File: src/rtl/mycpu_exe_stage_if.sv
// mycpu_exe_stage_if: data-SRAM address channel
// master issues the request, slave answers with addr_ok
interface mycpu_exe_stage_if;
    logic        data_req;
    logic        data_wr;
    logic [1:0]  data_size;
    logic [31:0] data_addr;
    logic [31:0] data_wdata;
    logic [3:0]  data_wstrb;
    logic        data_addr_ok;

    modport master (
        output data_req,
        output data_wr,
        output data_size,
        output data_addr,
        output data_wdata,
        output data_wstrb,
        input  data_addr_ok
    );

    modport slave (
        input  data_req,
        input  data_wr,
        input  data_size,
        input  data_addr,
        input  data_wdata,
        input  data_wstrb,
        output data_addr_ok
    );
endinterface

File: src/rtl/mycpu_exe_stage.sv
// mycpu_exe_stage: MIPS execute stage
// ALU drive, exception detect, data-SRAM address request
module mycpu_exe_stage #(
    parameter int         DATA_WIDTH = 32,
    parameter logic [4:0] EXC_OV     = 5'h0C,
    parameter logic [4:0] EXC_ADEL   = 5'h04,
    parameter logic [4:0] EXC_ADES   = 5'h05
) (
    input  logic                  clk,
    input  logic                  resetn,
    input  logic                  flush,
    input  logic                  ds_to_es_valid,
    output logic                  es_allowin,
    input  logic [31:0]           ds_pc,
    input  logic [3:0]            ds_alu_op,
    input  logic [DATA_WIDTH-1:0] ds_src1,
    input  logic [DATA_WIDTH-1:0] ds_src2,
    input  logic                  ds_ov_en,
    input  logic                  ds_mem_re,
    input  logic                  ds_mem_we,
    input  logic [1:0]            ds_mem_size,
    input  logic [DATA_WIDTH-1:0] ds_store_data,
    input  logic [4:0]            ds_dest,
    input  logic                  ds_gr_we,
    output logic [DATA_WIDTH-1:0] alu_a,
    output logic [DATA_WIDTH-1:0] alu_b,
    output logic [3:0]            alu_op,
    input  logic [DATA_WIDTH-1:0] alu_result,
    input  logic                  alu_overflow,
    mycpu_exe_stage_if.master     dbus,
    input  logic                  ms_allowin,
    output logic                  es_to_ms_valid,
    output logic [31:0]           es_pc,
    output logic [DATA_WIDTH-1:0] es_result,
    output logic [4:0]            es_dest,
    output logic                  es_gr_we,
    output logic                  es_mem_re,
    output logic                  es_ex,
    output logic [4:0]            es_excode,
    output logic [31:0]           es_badvaddr,
    output logic                  es_fwd_valid,
    output logic [4:0]            es_fwd_dest,
    output logic [DATA_WIDTH-1:0] es_fwd_data,
    output logic                  es_fwd_is_load
);

    typedef struct packed {
        logic [31:0]           pc;
        logic [3:0]            alu_op;
        logic [DATA_WIDTH-1:0] src1;
        logic [DATA_WIDTH-1:0] src2;
        logic                  ov_en;
        logic                  mem_re;
        logic                  mem_we;
        logic [1:0]            mem_size;
        logic [DATA_WIDTH-1:0] store_data;
        logic [4:0]            dest;
        logic                  gr_we;
    } es_bus_t;

    es_bus_t               es_r;
    es_bus_t               ds_bus;
    logic                  es_valid;
    logic                  addr_acked;
    logic                  is_mem;
    logic                  ov_trap;
    logic                  misalign;
    logic                  addr_err;
    logic                  es_ready_go;
    logic                  req;
    logic [3:0]            wstrb;
    logic [DATA_WIDTH-1:0] wdata;

    assign ds_bus = '{
        pc:         ds_pc,
        alu_op:     ds_alu_op,
        src1:       ds_src1,
        src2:       ds_src2,
        ov_en:      ds_ov_en,
        mem_re:     ds_mem_re,
        mem_we:     ds_mem_we,
        mem_size:   ds_mem_size,
        store_data: ds_store_data,
        dest:       ds_dest,
        gr_we:      ds_gr_we
    };

    assign alu_a  = es_r.src1;
    assign alu_b  = es_r.src2;
    assign alu_op = es_r.alu_op;

    assign is_mem   = es_r.mem_re | es_r.mem_we;
    assign ov_trap  = es_r.ov_en & alu_overflow;
    assign addr_err = is_mem & misalign;
    assign es_ex    = es_valid & (ov_trap | addr_err);

    // alignment check of the effective address by access size
    always_comb begin
        misalign = 1'b0;
        unique case (es_r.mem_size)
            2'd1:    misalign = alu_result[0];
            2'd2:    misalign = |alu_result[1:0];
            default: misalign = 1'b0;
        endcase
    end

    // overflow outranks the address error
    always_comb begin
        es_excode = 5'h00;
        if (es_valid) begin
            if (ov_trap)
                es_excode = EXC_OV;
            else if (addr_err)
                es_excode = es_r.mem_re ? EXC_ADEL : EXC_ADES;
        end
    end

    assign es_badvaddr =
        (es_valid && addr_err && !ov_trap) ? alu_result : 32'h0;

    assign req = es_valid & is_mem & ~es_ex & ~flush & ~addr_acked;

    assign es_ready_go = ~is_mem | es_ex | addr_acked
                       | (req & dbus.data_addr_ok);

    assign es_allowin     = ~es_valid | (es_ready_go & ms_allowin);
    assign es_to_ms_valid = es_valid & es_ready_go & ~flush;

    // byte-lane enables and replicated write data
    always_comb begin
        wstrb = 4'b1111;
        wdata = es_r.store_data;
        unique case (es_r.mem_size)
            2'd0: begin
                wstrb = 4'b0001 << alu_result[1:0];
                wdata = {4{es_r.store_data[7:0]}};
            end
            2'd1: begin
                wstrb = alu_result[1] ? 4'b1100 : 4'b0011;
                wdata = {2{es_r.store_data[15:0]}};
            end
            default: begin
                wstrb = 4'b1111;
                wdata = es_r.store_data;
            end
        endcase
    end

    assign dbus.data_req   = req;
    assign dbus.data_wr    = es_r.mem_we;
    assign dbus.data_size  = es_r.mem_size;
    assign dbus.data_addr  = alu_result;
    assign dbus.data_wdata = wdata;
    assign dbus.data_wstrb = wstrb;

    assign es_pc     = es_r.pc;
    assign es_result = alu_result;
    assign es_dest   = es_r.dest;
    assign es_gr_we  = es_r.gr_we & ~es_ex;
    assign es_mem_re = es_r.mem_re;

    assign es_fwd_valid   = es_valid & es_gr_we;
    assign es_fwd_dest    = es_r.dest;
    assign es_fwd_data    = alu_result;
    assign es_fwd_is_load = es_r.mem_re;

    // stage occupancy; flush kills the held instruction
    always_ff @(posedge clk or negedge resetn) begin
        if (!resetn)
            es_valid <= 1'b0;
        else if (flush)
            es_valid <= 1'b0;
        else if (es_allowin)
            es_valid <= ds_to_es_valid;
    end

    // remembers the accepted address so only one request is made
    always_ff @(posedge clk or negedge resetn) begin
        if (!resetn)
            addr_acked <= 1'b0;
        else if (flush || es_allowin)
            addr_acked <= 1'b0;
        else if (req && dbus.data_addr_ok)
            addr_acked <= 1'b1;
    end

    // instruction bundle captured from decode
    always_ff @(posedge clk or negedge resetn) begin
        if (!resetn)
            es_r <= '0;
        else if (ds_to_es_valid && es_allowin)
            es_r <= ds_bus;
    end

endmodule

File: src/flat_wrapper.sv
// flat-port wrapper written by rule: the top's interface ports become plain ports
module mycpu_exe_stage_flat 
#(
    parameter int         DATA_WIDTH = 32,
    parameter logic [4:0] EXC_OV     = 5'h0C,
    parameter logic [4:0] EXC_ADEL   = 5'h04,
    parameter logic [4:0] EXC_ADES   = 5'h05
)
  (clk, resetn, flush, ds_to_es_valid, es_allowin, ds_pc, ds_alu_op, ds_src1, ds_src2, ds_ov_en, ds_mem_re, ds_mem_we, ds_mem_size, ds_store_data, ds_dest, ds_gr_we, alu_a, alu_b, alu_op, alu_result, alu_overflow, ms_allowin, es_to_ms_valid, es_pc, es_result, es_dest, es_gr_we, es_mem_re, es_ex, es_excode, es_badvaddr, es_fwd_valid, es_fwd_dest, es_fwd_data, es_fwd_is_load, dbus_data_req, dbus_data_wr, dbus_data_size, dbus_data_addr, dbus_data_wdata, dbus_data_wstrb, dbus_data_addr_ok);
  mycpu_exe_stage_if dbus_i ();
  input  logic clk;
  input  logic resetn;
  input  logic flush;
  input  logic ds_to_es_valid;
  output logic es_allowin;
  input  logic [31:0] ds_pc;
  input  logic [3:0] ds_alu_op;
  input  logic [DATA_WIDTH-1:0] ds_src1;
  input  logic [DATA_WIDTH-1:0] ds_src2;
  input  logic ds_ov_en;
  input  logic ds_mem_re;
  input  logic ds_mem_we;
  input  logic [1:0] ds_mem_size;
  input  logic [DATA_WIDTH-1:0] ds_store_data;
  input  logic [4:0] ds_dest;
  input  logic ds_gr_we;
  output logic [DATA_WIDTH-1:0] alu_a;
  output logic [DATA_WIDTH-1:0] alu_b;
  output logic [3:0] alu_op;
  input  logic [DATA_WIDTH-1:0] alu_result;
  input  logic alu_overflow;
  input  logic ms_allowin;
  output logic es_to_ms_valid;
  output logic [31:0] es_pc;
  output logic [DATA_WIDTH-1:0] es_result;
  output logic [4:0] es_dest;
  output logic es_gr_we;
  output logic es_mem_re;
  output logic es_ex;
  output logic [4:0] es_excode;
  output logic [31:0] es_badvaddr;
  output logic es_fwd_valid;
  output logic [4:0] es_fwd_dest;
  output logic [DATA_WIDTH-1:0] es_fwd_data;
  output logic es_fwd_is_load;
  output wire logic [$bits(dbus_i.data_req)-1:0] dbus_data_req;
  output wire logic [$bits(dbus_i.data_wr)-1:0] dbus_data_wr;
  output wire logic [$bits(dbus_i.data_size)-1:0] dbus_data_size;
  output wire logic [$bits(dbus_i.data_addr)-1:0] dbus_data_addr;
  output wire logic [$bits(dbus_i.data_wdata)-1:0] dbus_data_wdata;
  output wire logic [$bits(dbus_i.data_wstrb)-1:0] dbus_data_wstrb;
  input wire logic [$bits(dbus_i.data_addr_ok)-1:0] dbus_data_addr_ok;
  assign dbus_data_req = dbus_i.data_req;
  assign dbus_data_wr = dbus_i.data_wr;
  assign dbus_data_size = dbus_i.data_size;
  assign dbus_data_addr = dbus_i.data_addr;
  assign dbus_data_wdata = dbus_i.data_wdata;
  assign dbus_data_wstrb = dbus_i.data_wstrb;
  assign dbus_i.data_addr_ok = dbus_data_addr_ok;
  mycpu_exe_stage #(.DATA_WIDTH(DATA_WIDTH), .EXC_OV(EXC_OV), .EXC_ADEL(EXC_ADEL), .EXC_ADES(EXC_ADES)) u_core (.clk(clk), .resetn(resetn), .flush(flush), .ds_to_es_valid(ds_to_es_valid), .es_allowin(es_allowin), .ds_pc(ds_pc), .ds_alu_op(ds_alu_op), .ds_src1(ds_src1), .ds_src2(ds_src2), .ds_ov_en(ds_ov_en), .ds_mem_re(ds_mem_re), .ds_mem_we(ds_mem_we), .ds_mem_size(ds_mem_size), .ds_store_data(ds_store_data), .ds_dest(ds_dest), .ds_gr_we(ds_gr_we), .alu_a(alu_a), .alu_b(alu_b), .alu_op(alu_op), .alu_result(alu_result), .alu_overflow(alu_overflow), .dbus(dbus_i), .ms_allowin(ms_allowin), .es_to_ms_valid(es_to_ms_valid), .es_pc(es_pc), .es_result(es_result), .es_dest(es_dest), .es_gr_we(es_gr_we), .es_mem_re(es_mem_re), .es_ex(es_ex), .es_excode(es_excode), .es_badvaddr(es_badvaddr), .es_fwd_valid(es_fwd_valid), .es_fwd_dest(es_fwd_dest), .es_fwd_data(es_fwd_data), .es_fwd_is_load(es_fwd_is_load));
endmodule
File: config.mk
export PLATFORM = sky130hd
export DESIGN_NAME = mycpu_exe_stage_flat
export DESIGN_NICKNAME = d
export VERILOG_FILES = /design/src/rtl/mycpu_exe_stage_if.sv /design/src/rtl/mycpu_exe_stage.sv /design/src/flat_wrapper.sv
export SDC_FILE = /design/constraint.sdc
export NUM_CORES = 1
export LEC_CHECK = 0
export CORE_AREA = 2 2 185 187
export DETAILED_ROUTE_END_ITERATION = 8
export DIE_AREA = 0 0 187 189
export PLACE_DENSITY = 0.54
export SYNTH_ARGS = -nofsm -noshare
export SYNTH_HDL_FRONTEND = slang
export SYNTH_SLANG_ARGS = --single-unit
File: constraint.sdc
create_clock -name clk -period 3.5 [get_ports clk]
set_input_delay 0.7 -clock clk [delete_from_list [all_inputs] [get_ports clk]]
set_output_delay 0.7 -clock clk [all_outputs]
set_load 0.005 [all_outputs]
# Word-level counts from Yosys, hierarchy flattened
# Index checks and enable logic that the tools add are counted.
dict set report op_classes {
  n_eq_ne 2
  shift 1
  mux 13
  n_bitwise 24
  reduce_logical 10
}
# op count
set op_table {}
lappend op_table {{$pmux W32 S2} 1}
lappend op_table {{$mux W32} 1}
lappend op_table {{$mux W5} 3}
lappend op_table {{$and A1 B1 Y1} 13}
lappend op_table {{$pmux W4 S2} 1}
lappend op_table {{$or A1 B1 Y1} 6}
lappend op_table {{$mux W1} 5}
lappend op_table {{$not A1 Y1} 5}
lappend op_table {{$logic_and A1 B1 Y1} 4}
lappend op_table {{$mux W4} 1}
lappend op_table {{$reduce_bool A2 Y1} 2}
lappend op_table {{$shl A1 B2 Y4 const A} 1}
lappend op_table {{$eq A2 B1 Y1 const B} 1}
lappend op_table {{$eq A2 B2 Y1 const B} 1}
lappend op_table {{$logic_not A2 Y1} 1}
lappend op_table {{$pmux W1 S2} 1}
lappend op_table {{$reduce_or A2 Y1} 1}
lappend op_table {{$logic_not A1 Y1} 1}
lappend op_table {{$logic_or A1 B1 Y1} 1}
dict set report word_totals {
  reg_bits 145
  output_inout_bits 290
  word_cells 63
}

# Logic depth before layout (Yosys ltp)
dict set report depth {
  ltp_word 15
  ltp_mapped 10
  ltp_nobuf 6
}

# Worst setup path after synthesis
# OpenSTA, ideal clock, no wires.
dict set report synth_timing {
  path_type {register to output}
  from {register u_core.es_r (netlist bit u_core.dbus.data_size[1])}
  to {output port es_badvaddr[10]}
  arrival_ns 2.115
  required_ns 2.800
  slack_ns 0.685
  stages_incl_launch_ff 9
  path_cell_list {dfrtp_1 -> clkbuf_1 -> inv_1 -> ha_1 -> o211ai_1 -> or3_1 -> a21oi_1 -> clkbuf_1 -> and2_1}
}
dict set report synth_via {
  elab_chain_cells 6
}
# element line
set synth_rtl {}
lappend synth_rtl {{from (decl)} mycpu_exe_stage.sv:61} ;# es_bus_t es_r;
lappend synth_rtl {{from (signal assigned)} mycpu_exe_stage.sv:192} ;# es_r <= ds_bus;
lappend synth_rtl {{$eq A2 B2 Y1 or $eq A2 B1 Y1 (tied branches)} mycpu_exe_stage.sv:100} ;# unique case (es_r.mem_size)
lappend synth_rtl {{$pmux W1 S2 (*)} mycpu_exe_stage.sv:100}
lappend synth_rtl {{$and A1 B1 Y1 (*)} mycpu_exe_stage.sv:94} ;# assign addr_err = is_mem & misalign;
lappend synth_rtl {{$logic_and A1 B1 Y1 (*) (2 in a row)} mycpu_exe_stage.sv:119} ;# (es_valid && addr_err && !ov_trap) ? alu_result : 32'h0;
lappend synth_rtl {{$mux W32 (*)} mycpu_exe_stage.sv:119}
lappend synth_rtl {{to (decl)} flat_wrapper.sv:41} ;# output logic [31:0] es_badvaddr;
# Every way passes the cells marked *; elsewhere a longest branch is shown, timed or not.

# Worst setup path in the final report
dict set report layout_timing {
  from {input port alu_result[0]}
  to {output port es_badvaddr[2]}
}
dict set report layout_via {
  elab_chain_cells 6
}
# element line
set layout_rtl {}
lappend layout_rtl {{from (decl)} flat_wrapper.sv:30} ;# input logic [DATA_WIDTH-1:0] alu_result;
lappend layout_rtl {{$reduce_or A2 Y1} mycpu_exe_stage.sv:102} ;# 2'd2: misalign = |alu_result[1:0];
lappend layout_rtl {{$pmux W1 S2 (*)} mycpu_exe_stage.sv:100}
lappend layout_rtl {{$and A1 B1 Y1 (*)} mycpu_exe_stage.sv:94}
lappend layout_rtl {{$logic_and A1 B1 Y1 (*) (2 in a row)} mycpu_exe_stage.sv:119}
lappend layout_rtl {{$mux W32 (*)} mycpu_exe_stage.sv:119}
# Marks and branches as above.

==> impl_metrics.csv <==
group,metric,value,unit
outcome,outcome,"finished clean",
power_and_ir_drop,pwr_density_cell,519,nW/um^2
global_route,grt_pass1_wl,37800,um
placed_design,hpwl,20800,um
power_and_ir_drop,p_seq_share,35.4,%
power_and_ir_drop,p_leak,0.00490,uW
detailed_routing,drt_iter0_markers,170,
detailed_routing,finalWirelength,26000,um
critical_path,max_stage_delay,0.51,ns
detailed_routing,vias_per_cell,3.86,
critical_path,crit_type,"input port to primary output",
critical_path,worst_ep_arrival_time,2.72,ns
power_and_ir_drop,clkPwrFrac,30.1,%
layout,utilization,36.6,%
layout,stdcell_area,12200,um^2
floorplanning,floorplan.rows,67,
detailed_routing,drc,0,
critical_path,crit_top_cell,"clkdlybuf4s50_1",
critical_path,crit_family,"buffers and inverters",
sta,finalHoldViolations,0,
critical_path,crit_chain,"clkdlybuf4s50_1 > a21oi_1 > or3_4 > a21oi_4 > buf_12 > and2_1 > clkdlybuf4s50_1",
detailed_routing,wl_per_cell,18.8,um
sta,hold_slack,0.137,ns
layout,syn2layout_area_growth,56.1,%
logic_synthesis,netlist_top_cells_count,"buf_4 (220), dfrtp_1 (145), mux2_2 (80)",
worst_hold_path,hold_class,"input port to asynchronous set/reset pin",
logic_synthesis,netlist_area,7810,um^2
sta,setup_tns,0,ns
cts,cts_tree,"yes",
layout,regArea,3630,um^2
logic_synthesis,synth.area.top_cells,"dfrtp_1 (46%), buf_4 (21%), mux2_2 (12%)",
placed_design,dpl_worst_slack,-0.0253,ns
global_route,grt-ovfl-total,0,
logic_synthesis,ys_warn_count,0,
critical_path,ff2ff_path_depth,10,
logic_synthesis,synth.distinct_cells,32,
cts,clockRootBuffer,"clkbuf_16",
logic_synthesis,synth_top_area_share,46.5,%
sta,drv_slew,0,
critical_path,rr_endpoint,"u_core.alu_b[16]$_DFFE_PN0P_",
global_route,grt_pass1_vias,5558,
floorplanning,core_area,33300,um^2
critical_path,r2r_slack,0.73,ns
layout,nNetsFinal,1108,
global_route,grt_antenna_before_repair,4,
detailed_routing,ant_nets,0,
power_and_ir_drop,p_sw,1760,uW
critical_path,cp_slowest_cell,"clkdlybuf4s50_1",
layout,drive_above_1_share,15.7,%
logic_synthesis,synth_top_area_cell,"dfrtp_1",
logic_synthesis,ys_ff_latch,145,
sta,rsz0062_at_grt,"true",
floorplanning,die_area,35300,um^2
cts,clock_sinks,145,
logic_synthesis,ys_seq_area_share,46.5,%
sta,finalSetupViolCount,0,
logic_synthesis,syn_inst,652,
critical_path,critical_path_buf_inv_count,3,
logic_synthesis,ys_async_sr_fraction,100,%
critical_path,worstPathRequired,2.80,ns
placed_design,placed_area,11500,um^2
layout,nFillCells,3313,
layout,multi_input_area,2370,um^2
power_and_ir_drop,combPwrFrac,34.5,%
placed_design,port_buffers,469,
power_and_ir_drop,power.share.switching,27.7,%
power_and_ir_drop,peakVddDrop,0.000286,V
sta,max_freq,0.292,GHz
flow_run,cap_violations,0,
global_route,grt_max_degree,82,
sta,min_period_over_period,97.8,%
critical_path,reg2reg_from,"u_core.dbus.data_size[1]$_DFFE_PN0P_",
floorplanning,initial_utilization,23.5,%
power_and_ir_drop,p_int,4580,uW
sta,period_needed,3.42,ns
logic_synthesis,syn-mean-instance-area,12.0,um^2
logic_synthesis,synth-main-ff-cell,"dfrtp_1",
logic_synthesis,yosysMostFrequentCell,"buf_4",
logic_synthesis,synth-edff-count,0,
placed_design,place_congestion,0.826,
sta,finalWorstSetupSlack,0.0779,ns
cts,path_clk_slew,0.07,ns
sta,fin_skew,0.00790,ns
global_route,grt_usage,14.4,%
cts,clockBufferDepth,2,
floorplanning,die_w,187,um
sta,max_slew.worst_pin.slew,0.532,ns
detailed_routing,dr.pass1.iters,4,
cts,cts_made_buffers,17,
cts,cts_max_level,4,
critical_path,cp-end-kind,"primary output",
floorplanning,die_y,189,um
detailed_routing,vias,5342,
critical_path,crit_fanout,33,
critical_path,start_kind,"input port",
floorplanning,pin_count,472,
sta,relSlewSlack,64.5,%
cts,clkLatencyLatePin,0.42,ns
## repair_timing
action,in CTS,in global routing
gates resized for setup,1,6
setup buffers,0,2
setup endpoints to repair,21,36
gates cloned,0,0
endpoints found under the hold margin,0,0
hold buffers,0,0
## how the worst max path moves through the flow
stage                                              start               to  slack, ns  cells after the start
detailed placement                         alu_result[1]     es_excode[0]      -0.03                      7
global placement                           alu_result[1]       es_allowin     -0.003                      7
CTS                                        alu_result[1]     es_excode[0]      0.006                      7
global route                               alu_result[0]     es_excode[0]      -0.02                      7
finish                                     alu_result[0]   es_badvaddr[2]       0.08                      7
floorplan           u_core.dbus.data_size[1]$_DFFE_PN0P_  es_badvaddr[10]       0.68                      8
## power groups by stage
stage / Sequential (uW) / Combinational [uW] / Clock, uW
3_3_place_gp: 2250 / 2220 / 0
2_1_floorplan: 2200 / 1190 / 0
3_5_place_dp: 2270 / 2210 / 0
5_1_grt: 2290 / 2340 / 2060
4_1_cts: 2240 / 2230 / 1990
6_report: 2240 / 2180 / 1910
## logic make-up (layout without fill, tap and decap cells)
| family | count (synthesis) | in the layout | share of synthesized area, % |
|---|---|---|---|
| and+or+nand+nor | 66 | 66 | 4.52 |
| buffers and inverters | 254 | 536 | 23.7 |
| DFF | 145 | 145 | 46.5 |
| AOI/OAI and AO/OA | 33 | 33 | 3.19 |
| adders and majority gates | 3 | 3 | 0.481 |
| muxes | 150 | 150 | 21.6 |
| other | 1 | 4 | 0.0480 |
## area by class of cell
class / count / area share (%)
tap: 448 / 4.60
antenna: 2 / 0.0410
clock inverter: 14 / 1.47
timing repair buffer: 496 / 40.9
multi-input combinational: 254 / 19.5
sequential: 145 / 29.8
clock buffer: 17 / 3.49
inverter: 9 / 0.277
## registers in the layout (all words and copies together), names as in the netlist
name                   count
u_core.alu_a              32
u_core.es_pc              32
u_core.addr_acked          1
u_core.alu_op              4
u_core.alu_b              32
u_core.es_dest             5
u_core.es_fwd_is_load      1
u_core.es_r               34
u_core.es_valid            1
u_core.dbus.data_size      2
u_core.dbus.data_wr        1
## through the flow
| stage | total power, uW | instances |
|---|---|---|
| 2_1_floorplan | 3390 | 653 |
| 3_3_place_gp | 4470 | 1350 |
| 3_5_place_dp | 4480 | 1350 |
| 4_1_cts | 6460 | 1381 |
| 5_1_grt | 6690 | 1383 |
| 6_report | 6330 | 1385 |
## layer usage
layer,part of all wire (%),vias to the layer above,global-route usage [%],routed length (um)
li1,-,2511,-,-
met1,44,2629,18.8,11400
met2,48,175,23.1,12500
met3,6.6,23,4.75,1710
met4,1.3,4,3.60,339
met5,0.088,-,0,23
## cell usage in the layout (no fill, tap or decap), drive strengths merged, types with 2 or more instances in the layout
cell | netlist | routed
and2 | 33 | 33
a22o | 8 | 8
conb | 1 | 2
mux2 | 150 | 150
inv | 9 | 14
nor2b | 2 | 2
and3 | 2 | 2
a21oi | 5 | 5
nor2 | 3 | 3
nand2 | 20 | 20
clkinv | 0 | 3
dfrtp | 145 | 145
buf | 238 | 28
ha | 3 | 3
o21ai | 3 | 3
clkdlybuf4s50 | 0 | 467
bufinv | 0 | 3
diode | 0 | 2
clkinvlp | 0 | 3
a22oi | 8 | 8
o22ai | 4 | 4
clkbuf | 7 | 17
Power figures use the tool's default switching activity.
